File: src/rtl/mac_multiplier.sv
// Sequential unsigned shift-and-add multiply-accumulate: Product = Multiplicand * Multiplier + Addend.
// Define MAC_MULTIPLIER_EARLY_EXIT_EN to finish as soon as the remaining multiplier bits are zero.
module mac_multiplier #(
    parameter int WIDTH = 16
) (
    input  logic               Clk,
    input  logic               Rst,
    input  logic               St,
    input  logic [WIDTH-1:0]   Multiplicand,
    input  logic [WIDTH-1:0]   Multiplier,
    input  logic [WIDTH-1:0]   Addend,
    output logic [2*WIDTH-1:0] Product,
    output logic               Overflow,
    output logic               Busy,
    output logic               Done
);

    localparam int CW = $clog2(WIDTH);

    typedef enum logic [1:0] {
        IDLE,
        RUN,
        DONE
    } state_t;

    state_t             state_q, state_d;
    logic [2*WIDTH-1:0] acc, acc_d;
    logic [2*WIDTH-1:0] mcand, mcand_d;
    logic [WIDTH-1:0]   mplr, mplr_d;
    logic [CW-1:0]      count, count_d;
    logic               overflow_d, busy_d, done_d;
    logic               last_iter;

`ifdef MAC_MULTIPLIER_EARLY_EXIT_EN
    // Stop once no set multiplier bits remain to be consumed after this iteration.
    assign last_iter = (count == CW'(WIDTH - 1)) || (mplr[WIDTH-1:1] == '0);
`else
    assign last_iter = (count == CW'(WIDTH - 1));
`endif

    always_comb begin
        // NOTE: every variable gets a default first so no path leaves one unassigned (no latches).
        state_d = state_q;
        acc_d   = acc;
        mcand_d = mcand;
        mplr_d  = mplr;
        count_d = count;
        busy_d  = Busy;
        done_d  = 1'b0;

        unique case (state_q)
            IDLE: begin
                if (St) begin
                    acc_d   = {{WIDTH{1'b0}}, Addend};
                    mcand_d = {{WIDTH{1'b0}}, Multiplicand};
                    mplr_d  = Multiplier;
                    count_d = '0;
                    busy_d  = 1'b1;
                    state_d = RUN;
                end
            end
            RUN: begin
                // Worst case all-ones inputs still fit in 2*WIDTH bits, so no carry out.
                if (mplr[0]) acc_d = acc + mcand;
                mcand_d = mcand << 1;
                mplr_d  = mplr >> 1;
                count_d = count + CW'(1);
                if (last_iter) begin
                    state_d = DONE;
                    done_d  = 1'b1;
                end
            end
            DONE: begin
                busy_d  = 1'b0;
                state_d = IDLE;
            end
            default: begin
                busy_d  = 1'b0;
                state_d = IDLE;
            end
        endcase

        overflow_d = |acc_d[2*WIDTH-1:WIDTH];
    end

    // NOTE: sequential state uses non-blocking assignments so all registers update together.
    always_ff @(posedge Clk) begin
        if (Rst) begin
            state_q  <= IDLE;
            acc      <= '0;
            mcand    <= '0;
            mplr     <= '0;
            count    <= '0;
            Overflow <= 1'b0;
            Busy     <= 1'b0;
            Done     <= 1'b0;
        end else begin
            state_q  <= state_d;
            acc      <= acc_d;
            mcand    <= mcand_d;
            mplr     <= mplr_d;
            count    <= count_d;
            Overflow <= overflow_d;
            Busy     <= busy_d;
            Done     <= done_d;
        end
    end

    assign Product = acc;

endmodule
File: config.mk
export PLATFORM = sky130hd
export DESIGN_NAME = mac_multiplier
export DESIGN_NICKNAME = d
export VERILOG_FILES = /design/src/rtl/mac_multiplier.sv
export SDC_FILE = /design/constraint.sdc
export NUM_CORES = 1
export LEC_CHECK = 0
export BUFFER_PORTS_ARGS = -buffer_cell sky130_fd_sc_hd__buf_4
export CAP_MARGIN = 10
export CORE_MARGIN = 2
export CORE_UTILIZATION = 57
export CTS_CLUSTER_SIZE = 25
export DETAILED_ROUTE_END_ITERATION = 7
export MAX_ROUTING_LAYER = met4
export PLACE_DENSITY = 0.81
export RECOVER_POWER = 25
export SYNTH_ARGS = -nofsm -noshare
export SYNTH_HDL_FRONTEND = slang
export SYNTH_SLANG_ARGS = --single-unit
File: constraint.sdc
create_clock -name Clk -period 3.2 [get_ports Clk]
set_input_delay 0.48 -clock Clk [delete_from_list [all_inputs] [get_ports Clk]]
set_output_delay 0.48 -clock Clk [all_outputs]
set_load 0.01 [all_outputs]
# Word-level counts from Yosys, hierarchy flattened
# Cells that the tools add are included.
op_classes:
  addsub: 2
  n_eq_ne: 5
  n_mux: 15
  n_bitwise: 1
  reduce_logical: 8
ops:
  columns: ["cell", "n"]
  rows:
  - ["$pmux 32 s2", 2]
  - ["$mux 32", 3]
  - ["$add 32x32->32", 1]
  - ["$pmux 16 s2", 1]
  - ["$mux 16", 1]
  - ["$reduce_or 16->1", 1]
  - ["$pmux 4 s2", 1]
  - ["$ne 2x2->1 const B", 3]
  - ["$reduce_and 2->1", 3]
  - ["$add 4x1->4 const B", 1]
  - ["$eq 4x4->1 const B", 1]
  - ["$mux 2", 2]
  - ["$mux 4", 1]
  - ["$pmux 2 s2", 1]
  - ["$reduce_and 3->1", 1]
  - ["$eq 2x1->1 const B", 1]
  - ["$logic_not 2->1", 1]
  - ["$mux 1", 2]
  - ["$pmux 1 s2", 1]
  - ["$reduce_bool 2->1", 1]
  - ["$reduce_or 2->1", 1]
  - ["$not 1->1", 1]
totals:
  reg_bits: 89
  in_bits: 51
  out_inout_bits: 35

# Depth between registers and ports, before layout
# Gate-level depths: netlist of the first run.
logic_depth:
  depth_word: 4
  depth_mapped: 13
  depth_no_buf: 13

# Least setup slack after synthesis of the first run
# Ideal clock, no wire load.
synth_timing:
  path_kind: "register to register"
  startpoint: "register acc[0], in the netlist Product[0]"
  endpoint: "register Overflow"
  arrival_ns: 2.785
  required_time_ns: 3.057
  slack_ns: 0.273
  stages_incl_launch_ff: 14
  cell_sequence: "dfxtp_1 > ha_1 > inv_1 > fa_1 > nor2b_4 > o31a_4 > o41a_1 > a21oi_2 > o31ai_2 > a31oi_4 > xnor2_1 > a211o_1 > nor4_1 > a41oi_1"
synth_between:
  elab_chain_len: 4
synth_rtl:
  columns: ["item", "line_no", "source"]
  rows:
  - ["from (decl)", "27", "logic [2*WIDTH-1:0] acc, acc_d;"]
  - ["from (signal assigned)", "90", "acc <= '0;"]
  - ["from (signal assigned)", "99", "acc <= acc_d;"]
  - ["$add 32x32->32", "64", "if (mplr[0]) acc_d = acc + mcand;"]
  - ["$mux 32", "64", null]
  - ["$pmux 32 s2", "51", "unique case (state_q)"]
  - ["$reduce_or 16->1", "83", "overflow_d = |acc_d[2*WIDTH-1:WIDTH];"]
  - ["to (signal assigned)", "103", "Overflow <= overflow_d;"]
  - ["to (decl)", "13", "output logic Overflow,"]
# No other way between the ends. The select of a mux whose other input is x is not followed.
# A chain may end at the register's enable or synchronous reset.

# Worst setup path in the final report of the first run
layout_timing:
  startpoint: "register mcand[0]"
  endpoint: "register Overflow"
layout_between:
  elab_chain_len: 4
layout_rtl:
  columns: ["item", "line_no", "source"]
  rows:
  - ["from (decl)", "28", "logic [2*WIDTH-1:0] mcand, mcand_d;"]
  - ["from (signal assigned)", "100", "mcand <= mcand_d;"]
  - ["$add 32x32->32", "64", null]
  - ["$mux 32", "64", null]
  - ["$pmux 32 s2", "51", null]
  - ["$reduce_or 16->1", "83", null]
# No other way between the ends. The select of a mux whose other input is x is not followed.

==> metrics.md, run 1 <==
| Metric | Value |
|---|---|
| Sequential area share after synthesis | `34.5%` |
| Via/cell ratio | `6.21` |
| Initial antenna violation count | `0` |
| RD Place Congestion | `0.992` |
| Unique masters post-synth | `54` |
| Met2 wire length | `6570 um` |
| Pwr dens | `408 nW/um^2` |
| Vias | `5246` |
| Post-route ant nets | `0` |
| Share of the synthesized area in the top cell type | `34.5%` |
| HP Class | `input port to flip-flop` |
| Worst path depth | `13` |
| Worst setup margin | `105 ps` |
| Slew Limit Fails | `0` |
| Root buf cell | `clkbuf_8` |
| Yosys top cell by area | `dfxtp_1` |
| Setup TNS | `0 ps` |
| Initial Utilization | `58.9%` |
| CP bufs+invs | `1` |
| Slowest cell on crit path | `fa_1` |
| Worst path required time | `3400 ps` |
| Pre-CTS WS | `28.3 ps` |
| P&R area growth vs syn | `17.0%` |
| GRT Total Usage | `28.9%` |
| Setup Viol. Count Final | `0` |
| # IOs | `86` |
| Leakage power | `2.46 nW` |
| Final Non-Filler Cells | `845` |
| Min Hold Slack | `356 ps` |
| Wire per inst | `16.7 um` |
| Sequential cell area | `1780 um^2` |
| Fill cells | `754` |
| Initial DRC Count | `374` |
| Syn nets | `750` |
| Share of layout cells above drive strength 1 | `14.1%` |
| DRT Pass-1 Iters | `7` |
| Syn Area/Cell | `7.75 um^2` |
| CP delay by family, top | `compound AO/OA/AOI/OAI gates` |
| Critical Path AT | `3300 ps` |
| Hold path depth | `2` |
| Row count | `34` |
| Post-synth ARST share | `0%` |
| Number of enable flip-flop cells after synthesis | `0` |
| Yosys warnings | `0` |
| Hold-fix buffers, CTS | `0` |
| Multi-input logic area | `3250 um^2` |
| H-tree depth | `3` |
| DIE AREA | `9840 um^2` |
| Core area | `8760 um^2` |
| Port Buf Inserts | `85` |
| Maximum buffer depth of the clock tree | `2` |
| Mapped Area | `5160 um^2` |
| Slowest cell delay on critical path | `420 ps` |
| Vias in the first global route | `4740` |
| Total CTS buffers | `9` |
| Met3 WL post-DR | `971 um` |
| Final layout net count | `816` |
| Crit path cell chain | `ha_2, inv_1, fa_1, nor2b_4, o31a_4, o41a_1, a21oi_4, o31ai_4, a31oi_4, xnor2_1, a211o_1, nor4_2, a41oi_1` |
| Detailed Place HPWL | `10100 um` |
| Worst rel slew slack | `7.39%` |
| Area contributors post-synth | `dfxtp_1, nand2_1, ha_1` |
| Clock sink total | `89` |
| First-pass GRT wire length | `22600 um` |
| Final instance area | `6040 um^2` |
| Maximum vdd ir drop | `380 uV` |
| Crit share post-route | `96.7%` |
| Drt drc | `0` |
| Final Hold Viols | `0` |
| Top Metal Used | `met4` |
| Most numerous cell in the Yosys netlist | `nand2_1` |
| Worst Setup End Kind | `flip-flop` |
| Clock Skew | `9.93 ps` |
| #FFs+latches synth | `89` |
| GRT overflow | `0` |
| Final min period | `3100 ps` |
| Clock transition at path regs | `100 ps` |
| Synth Instances | `666` |
| Final WL | `14100 um` |
| Fin util | `68.9%` |
| Dpl cell area | `5900 um^2` |
| Die Ht | `99.2 um` |
| Synth Flop Type | `dfxtp_1` |
| Max Cap Viol | `0` |
| Status | `complete, no violations` |
| Die width | `99.2 um` |
| Largest net degree at the start of global routing | `89` |
| Least-Margin Pin Slew | `1390 ps` |
| Startpoint Class | `flip-flop` |
| Crit Path Max Fanout | `5` |
| CTS tree | `done` |
| Clock Latency Late Sink | `360 ps` |
| R2R depth | `13` |
| F_max | `323 MHz` |
| Commonest cells post-synth | `nand2_1, nor2_1, dfxtp_1, a21oi_1, clkbuf_1` |
| Met1 WL | `6240 um` |
| WS Path Type | `flip-flop to flip-flop` |
| Placed insts | `829` |
| Pwr Total | `2.47 mW` |
| Antenna diodes | `0` |
[sequential cells by signal, indices dropped and copies added (netlist names)]
register  cells
Overflow      1
mplr         16
Busy          1
count         4
mcand        32
Product      32
Done          1
state_q       2
[cell usage in the layout, fill, tap and decap left out, types with 16 or more instances in the layout]
cell type	synthesis	routed
clkbuf_1	43	27
dfxtp_1	89	89
a21oi_1	47	46
nor2_1	99	97
buf_4	0	72
xnor2_1	16	16
nand2_1	110	110
ha_1	32	31
a311oi_1	31	31
a22oi_1	38	38
[final timing paths]
check,startpoint,endpoint,slack (ps)
worst min-delay path,Rst,Product[29],360
worst max-delay path,mcand[0],Overflow,100
worst max register to register,mcand[0],Overflow,100
worst min register to register,mplr[13],mplr[12],480
[area by class of cell]
class / count / share of cell area (%)
Multi-Input combinational cell: 523 / 53.7
Clock buffer: 9 / 2.05
Sequential cell: 89 / 29.5
Timing Repair Buffer: 99 / 10.6
Inverter: 10 / 0.621
Clock inverter: 7 / 1.24
Tap cell: 108 / 2.24
[cells by family after synthesis]
family / after synthesis / synth area share (%)
xor+xnor: 26 / 4.41
flops: 89 / 34.5
compound gates: 197 / 27.1
fa+ha+maj: 33 / 8.14
buf+inv: 54 / 3.93
simple gates: 267 / 22.0
[report_power, final]
part | switching, mW | internal (mW)
registers | 0.0470 | 1.16
logic | 0.268 | 0.182
clock network | 0.438 | 0.369
total | 0.753 | 1.71
[layer usage]
layer	vias to the layer above	global-route usage, %
met1	2465	37.6
met4	0	9.38
met5	-	-
li1	2532	-
met2	221	46.2
met3	28	4.57
[repair_timing]
action,CTS,global route
buffers inserted,0,0
endpoints found under the setup margin,0,1
gates resized for setup,0,8
hold endpoints to repair,0,0
Note: power is estimated with default switching activity, not from simulation.
==> inputs of run 2 (changes only) <==
--- a/config.mk
+++ b/config.mk
@@ -7,12 +7,13 @@
 export LEC_CHECK = 0
 export BUFFER_PORTS_ARGS = -buffer_cell sky130_fd_sc_hd__buf_4
 export CAP_MARGIN = 10
+export CORE_ASPECT_RATIO = 1.2
 export CORE_MARGIN = 2
 export CORE_UTILIZATION = 57
-export CTS_CLUSTER_SIZE = 25
+export CTS_CLUSTER_SIZE = 40
 export DETAILED_ROUTE_END_ITERATION = 7
 export MAX_ROUTING_LAYER = met4
-export PLACE_DENSITY = 0.81
+export PLACE_DENSITY = 0.77
 export RECOVER_POWER = 25
 export SYNTH_ARGS = -nofsm -noshare
 export SYNTH_HDL_FRONTEND = slang
==> metrics.md, run 2 (synthesis gave the netlist of run 1 again) <==
| Metric | Value |
|---|---|
| Slew Limit Fails | `0 (unchanged)` |
| Least-Margin Pin Slew | `1330 ps (-57.6 ps)` |
| Largest net degree at the start of global routing | `68 (-24%)` |
| Crit share post-route | `97.0% (+0.23 points)` |
| Row count | `38 (+12%)` |
| Detailed Place HPWL | `10100 um (-0.24%)` |
| Clock sink total | `89 (unchanged)` |
| Core area | `8940 um^2 (+2.0%)` |
| GRT overflow | `0 (unchanged)` |
| RR Endpoint | `Overflow` |
| Final WL | `13900 um (-1.4%)` |
| Crit path cell chain | `ha_1, inv_1, fa_1, nor2b_4, o31a_4, o311ai_4, a31oi_2, a31oi_1, xnor2_1, o21ai_1, a211o_1, nor4_2, a41oi_1` |
| Met3 WL post-DR | `547 um (-44%)` |
| NetSw | `0.787 mW (+4.6%)` |
| Share of layout cells above drive strength 1 | `13.9% (-0.25 points)` |
| Critical Path Sink | `Overflow` |
| Startpoint Class | `flip-flop` |
| # IOs | `86 (unchanged)` |
| Leakage power | `2.46 nW (about the same)` |
| DIE AREA | `9840 um^2 (about the same)` |
| Hold Startpoint | `Multiplier[15]` |
| Final Hold Viols | `0 (unchanged)` |
| GRT Total Usage | `29.4% (+0.55 points)` |
| Maximum buffer depth of the clock tree | `2 (unchanged)` |
| F_max | `322 MHz (-0.24%)` |
| Post-route ant nets | `0 (unchanged)` |
| Port Buf Inserts | `85 (unchanged)` |
| Vias | `5162 (-1.6%)` |
| Critical Path Start | `Product[0]` |
| Internal power | `1.66 mW (-3.4%)` |
| Crit Path Max Fanout | `5 (unchanged)` |
| Seq pwr share | `49.5% (+0.4 points)` |
| Pwr dens | `404 nW/um^2 (-1.1%)` |
| Final instance area | `6050 um^2 (about the same)` |
| FF-to-FF Start | `Product[0]` |
| CP delay by family, top | `compound AO/OA/AOI/OAI gates` |
| Via/cell ratio | `6.03 (-2.9%)` |
| RD Place Congestion | `0.960 (-3.2%)` |
| Fin util | `67.7% (-1.3 points)` |
| P&R area growth vs syn | `17.1% (about the same)` |
| DRT Pass-1 Iters | `5 (-2)` |
| WS Path Type | `flip-flop to flip-flop` |
| Total CTS buffers | `9 (unchanged)` |
| Slowest cell delay on critical path | `330 ps (-90 ps)` |
| Setup TNS | `0 ps (unchanged)` |
| Slowest cell on crit path | `dfxtp_1` |
| Worst path depth | `13 (unchanged)` |
| Dpl cell area | `5920 um^2 (+0.34%)` |
| Clock Skew | `9.09 ps (-0.839 ps)` |
| HP Class | `input port to flip-flop` |
| Worst path required time | `3450 ps (+50 ps)` |
| Wire per inst | `16.2 um (-2.7%)` |
| First-pass GRT wire length | `23100 um (+2.0%)` |
| CP bufs+invs | `1 (unchanged)` |
| Clock transition at path regs | `100 ps (about the same)` |
| Die width | `90.9 um (-8.4%)` |
| Worst rel slew slack | `11.2% (+3.8 points)` |
| H-tree depth | `3 (unchanged)` |
| Max Cap Viol | `0 (unchanged)` |
| Maximum vdd ir drop | `294 uV (-23%)` |
| Clock Latency Late Sink | `380 ps (+20 ps)` |
| Comb power frac | `18.3% (about the same)` |
| Initial antenna violation count | `0 (unchanged)` |
| Vias in the first global route | `4883 (+3.0%)` |
| Worst Setup End Kind | `flip-flop` |
| Initial DRC Count | `286 (-24%)` |
| R2R setup slack | `100 ps (about the same)` |
| Most frequent cells in the layout | `nand2_1, nor2_1, dfxtp_1, buf_4, a21oi_1` |
| Drt drc | `0 (unchanged)` |
| Met2 wire length | `6790 um (+3.4%)` |
| Top Metal Used | `met4` |
| Post-CTS setup buffers | `0 (unchanged)` |
| Antenna diodes | `0 (unchanged)` |
| Met1 WL | `6110 um (-2.0%)` |
| Commonest non-fill, non-tap cell in the layout | `nand2_1` |
| Status | `complete, no violations` |
| Final layout net count | `815 (-0.12%)` |
| Initial Utilization | `57.8% (-1.2 points)` |
| Clock Power Share | `32.2% (-0.5 points)` |
| R2R depth | `13 (unchanged)` |
| Die Ht | `108 um (+9.2%)` |
| Root buf cell | `clkbuf_8` |
| Net Sw Frac | `32.2% (+1.7 points)` |
| Critical Path AT | `3350 ps (+50 ps)` |
| CTS tree | `done` |
| Setup Viol. Count Final | `0 (unchanged)` |
| Final min period | `3100 ps (+7.45 ps)` |
[run 2: what timing repair did]
action	in CTS	in global routing
setup endpoints to repair	0	1
hold buffers	0	0
resized for setup	0	6
[run 2: power by group through the flow]
| stage | clock (mW) | sequential (mW) | combinational [mW] |
|---|---|---|---|
| after floorplan | 0 | 1.23 | 0.291 |
| final | 0.786 | 1.21 | 0.447 |
| after global routing | 0.837 | 1.22 | 0.499 |
| after detailed placement | 0 | 1.24 | 0.451 |
| after CTS | 0.801 | 1.21 | 0.453 |
| after global placement | 0 | 1.23 | 0.443 |
[run 2: per-layer routing]
layer  global-route usage (%)  vias up
met3                     4.39       34
met1                     35.4     2447
met4                     12.4        0
li1                         -     2536
met5                        -        -
met2                     49.8      145
[run 2: cell type report]
| class | instances | area (um^2) |
|---|---|---|
| clock inverter | 7 | 73.8 |
| sequential | 89 | 1780 |
| tap | 120 | 150 |
| inverter | 10 | 37.5 |
| fill | 829 | 2890 |
| clock buffer | 9 | 124 |
| timing repair buffer | 98 | 641 |
| multi-input combinational | 523 | 3240 |
[run 2: worst min path at each step]
stage,to,slack (ps),depth (start not counted)
after floorplan,count[3],450,1
after global placement,mplr[1],460,2
after detailed placement,mplr[1],470,2
after CTS,mplr[15],340,3
after global routing,mplr[1],350,3
final,mplr[15],350,3
[run 2: per-stage QoR]
step | setup slack, ps | hold slack, ps | power, mW | std cells
final | 97.3 | 355 | 2.44 | 856
after global routing | -88.1 | 354 | 2.55 | 856
after CTS | 27.8 | 336 | 2.46 | 856
after detailed placement | 46.9 | 470 | 1.69 | 840
after global placement | 161 | 460 | 1.68 | 840
after floorplan | 273 | 447 | 1.52 | 666
[run 2: tightest hold or removal path: cells and delay by family]
family                 cells  cell delay, ps
AND/OR/NAND/NOR            1              80
AO/OA/AOI/OAI              1              60
buffers and inverters      1              90
==> inputs of run 3 (changes only) <==
--- a/config.mk
+++ b/config.mk
@@ -7,7 +7,7 @@
 export LEC_CHECK = 0
 export BUFFER_PORTS_ARGS = -buffer_cell sky130_fd_sc_hd__buf_4
 export CAP_MARGIN = 10
-export CORE_ASPECT_RATIO = 1.2
+export CORE_ASPECT_RATIO = 0.8
 export CORE_MARGIN = 2
 export CORE_UTILIZATION = 57
 export CTS_CLUSTER_SIZE = 40
==> metrics.md, run 3 (synthesis gave the netlist of run 1 again) <==
| Metric | Value |
|---|---|
| Worst rel slew slack | `4.14% (-7.1 points)` |
| Worst path required time | `3380 ps (-70 ps)` |
| Status | `complete, no violations` |
| Dpl cell area | `5920 um^2 (about the same)` |
| RD Place Congestion | `0.983 (+2.3%)` |
| Comb power frac | `16.9% (-1.4 points)` |
| Slew Limit Fails | `0 (unchanged)` |
| Slowest cell on crit path | `dfxtp_1` |
| Clock Power Share | `38.1% (+5.9 points)` |
| P&R area growth vs syn | `18.8%` |
| Pwr dens | `439 nW/um^2 (+8.7%)` |
| Worst setup margin | `141 ps (+43.5 ps)` |
| Maximum buffer depth of the clock tree | `2 (unchanged)` |
| Setup Viol. Count Final | `0 (unchanged)` |
| # IOs | `86 (unchanged)` |
| Final layout net count | `817 (+0.25%)` |
| Final Hold Viols | `0 (unchanged)` |
| Clock transition at path regs | `70 ps (-30 ps)` |
| Critical Path Start | `mcand[0]` |
| Clock sink total | `89 (unchanged)` |
| WS Path Type | `flip-flop to flip-flop` |
| Final min period | `3060 ps (-43.5 ps)` |
| Pre-CTS WS | `11.8 ps (-35.0 ps)` |
| Total CTS buffers | `9 (unchanged)` |
| Crit Path Max Fanout | `5 (unchanged)` |
| Via/cell ratio | `6.17 (+2.3%)` |
| Core area | `8920 um^2 (-0.20%)` |
| Fill cells | `792 (-4.5%)` |
| Row count | `31 (-18%)` |
| Unrepaired setup endpoints after global routing | `false` |
| GRT overflow | `0 (unchanged)` |
| Detailed Place HPWL | `10100 um (-0.45%)` |
| Net Sw Frac | `29.2% (-3.0 points)` |
| Final WL | `14400 um (+3.9%)` |
| Clock Skew | `10.6 ps (+1.56 ps)` |
| Max Cap Viol | `0 (unchanged)` |
| First-pass GRT wire length | `22900 um (-0.66%)` |
| Maximum vdd ir drop | `355 uV (+21%)` |
| GRT Total Usage | `29.3% (-0.18 points)` |
| CP bufs+invs | `1 (unchanged)` |
| Final instance area | `6130 um^2 (+1.4%)` |
| Initial Utilization | `57.9% (+0.11 points)` |
| Multi-input logic area | `3240 um^2 (-0.12%)` |
| Crit share post-route | `95.6% (-1.4 points)` |
| DRT Pass-1 Iters | `5 (unchanged)` |
| Leakage power | `2.51 nW (+1.8%)` |
| Antenna diodes | `0 (unchanged)` |
| Setup TNS | `0 ps (unchanged)` |
| Root buf cell | `clkbuf_16` |
| RR Endpoint | `Overflow` |
| Initial DRC Count | `440 (+54%)` |
| Die width | `110 um (+21%)` |
| Critical Path Sink | `Overflow` |
| Wire per inst | `16.9 um (+4.3%)` |
| Drt drc | `0 (unchanged)` |
| Crit path cell chain | `ha_2, inv_1, fa_2, nor2b_4, o31a_4, o41a_1, a21oi_4, o31ai_4, a31oi_4, xnor2_1, a211o_1, nor4_2, a41oi_1` |
| Min Hold Slack | `339 ps (-15.7 ps)` |
| HP Class | `input port to flip-flop` |
| Initial antenna violation count | `0 (unchanged)` |
| Post-CTS setup buffers | `0 (unchanged)` |
| Startpoint Class | `flip-flop` |
| R2R setup slack | `140 ps (+40 ps)` |
| Least-Margin Pin Slew | `1440 ps (+106 ps)` |
| FF-to-FF Start | `mcand[0]` |
| Vias | `5260 (+1.9%)` |
| NetSw | `0.787 mW (about the same)` |
| Hold-fix buffers, CTS | `0 (unchanged)` |
| Slowest cell delay on critical path | `370 ps (+40 ps)` |
| CTS tree | `done` |
| Vias in the first global route | `4586 (-6.1%)` |
| Post-route ant nets | `0 (unchanged)` |
| DIE AREA | `9840 um^2 (about the same)` |
| Share of layout cells above drive strength 1 | `14.1% (+0.23 points)` |
| Sequential cell area | `1780 um^2 (unchanged)` |
| Worst path depth | `13 (unchanged)` |
| Seq pwr share | `45.0% (-4.5 points)` |
| R2R depth | `13 (unchanged)` |
| Die Ht | `89.1 um (-18%)` |
| Clock Latency Late Sink | `350 ps (-30 ps)` |
| Most frequent cells in the layout | `nand2_1, nor2_1, dfxtp_1, buf_4, a21oi_1` |
| Worst Setup End Kind | `flip-flop` |
| CP delay by family, top | `compound AO/OA/AOI/OAI gates` |
| Largest net degree at the start of global routing | `86 (+26%)` |
| Port Buf Inserts | `85 (unchanged)` |
| F_max | `327 MHz (+1.4%)` |
| Critical Path AT | `3240 ps (-110 ps)` |
| H-tree depth | `3 (unchanged)` |
| Internal power | `1.91 mW (+15%)` |
| Commonest non-fill, non-tap cell in the layout | `nand2_1` |
[run 3: timing repair]
action / CTS / global route
endpoints found under the setup margin: 1 / 1
gates resized for setup: 1 / 5
pin swaps: 0 / 2
[run 3: layout make-up]
class / instances / share of cell area [%]
Timing Repair Buffer: 100 / 10.5
Clock buffer: 10 / 3.90
Multi-Input combinational cell: 523 / 52.8
Tap cell: 115 / 2.35
Inverter: 10 / 0.612
Clock inverter: 6 / 0.816
Sequential cell: 89 / 29.0
[run 3: power groups by stage]
| stage | registers, mW | logic [mW] | clock network (mW) |
|---|---|---|---|
| finish | 1.21 | 0.456 | 1.03 |
| floorplan | 1.23 | 0.291 | 0 |
| global route | 1.22 | 0.502 | 1.08 |
| CTS | 1.21 | 0.457 | 1.04 |
| detailed placement | 1.24 | 0.453 | 0 |
| global placement | 1.23 | 0.445 | 0 |
[run 3: worst min-delay path by stage]
stage / endpoint / from / slack (ps) / cells after the start
global route: mcand[26] / Rst / 340 / 2
CTS: mcand[27] / Rst / 340 / 2
finish: mcand[27] / Rst / 340 / 2
detailed placement: mplr[7] / mplr[8] / 470 / 2
floorplan: count[3] / count[3] / 450 / 1
global placement: count[3] / count[3] / 460 / 1
[run 3: routing by layer]
metal	part of all wire (%)	GRT usage, %	up-vias
li1	-	-	2547
met1	47	41.4	2467
met2	44	43.8	225
met3	7.9	4.95	21
met4	1.5	7.27	0
met5	0	-	-
[run 3: per-stage QoR]
step	std cells	utilization (%)	total power, mW
2_1_floorplan	666	-	1.52
3_3_place_gp	837	66.3	1.68
3_5_place_dp	837	66.3	1.69
4_1_cts	853	69.6	2.71
5_1_grt	853	68.8	2.80
6_report	853	68.8	2.69
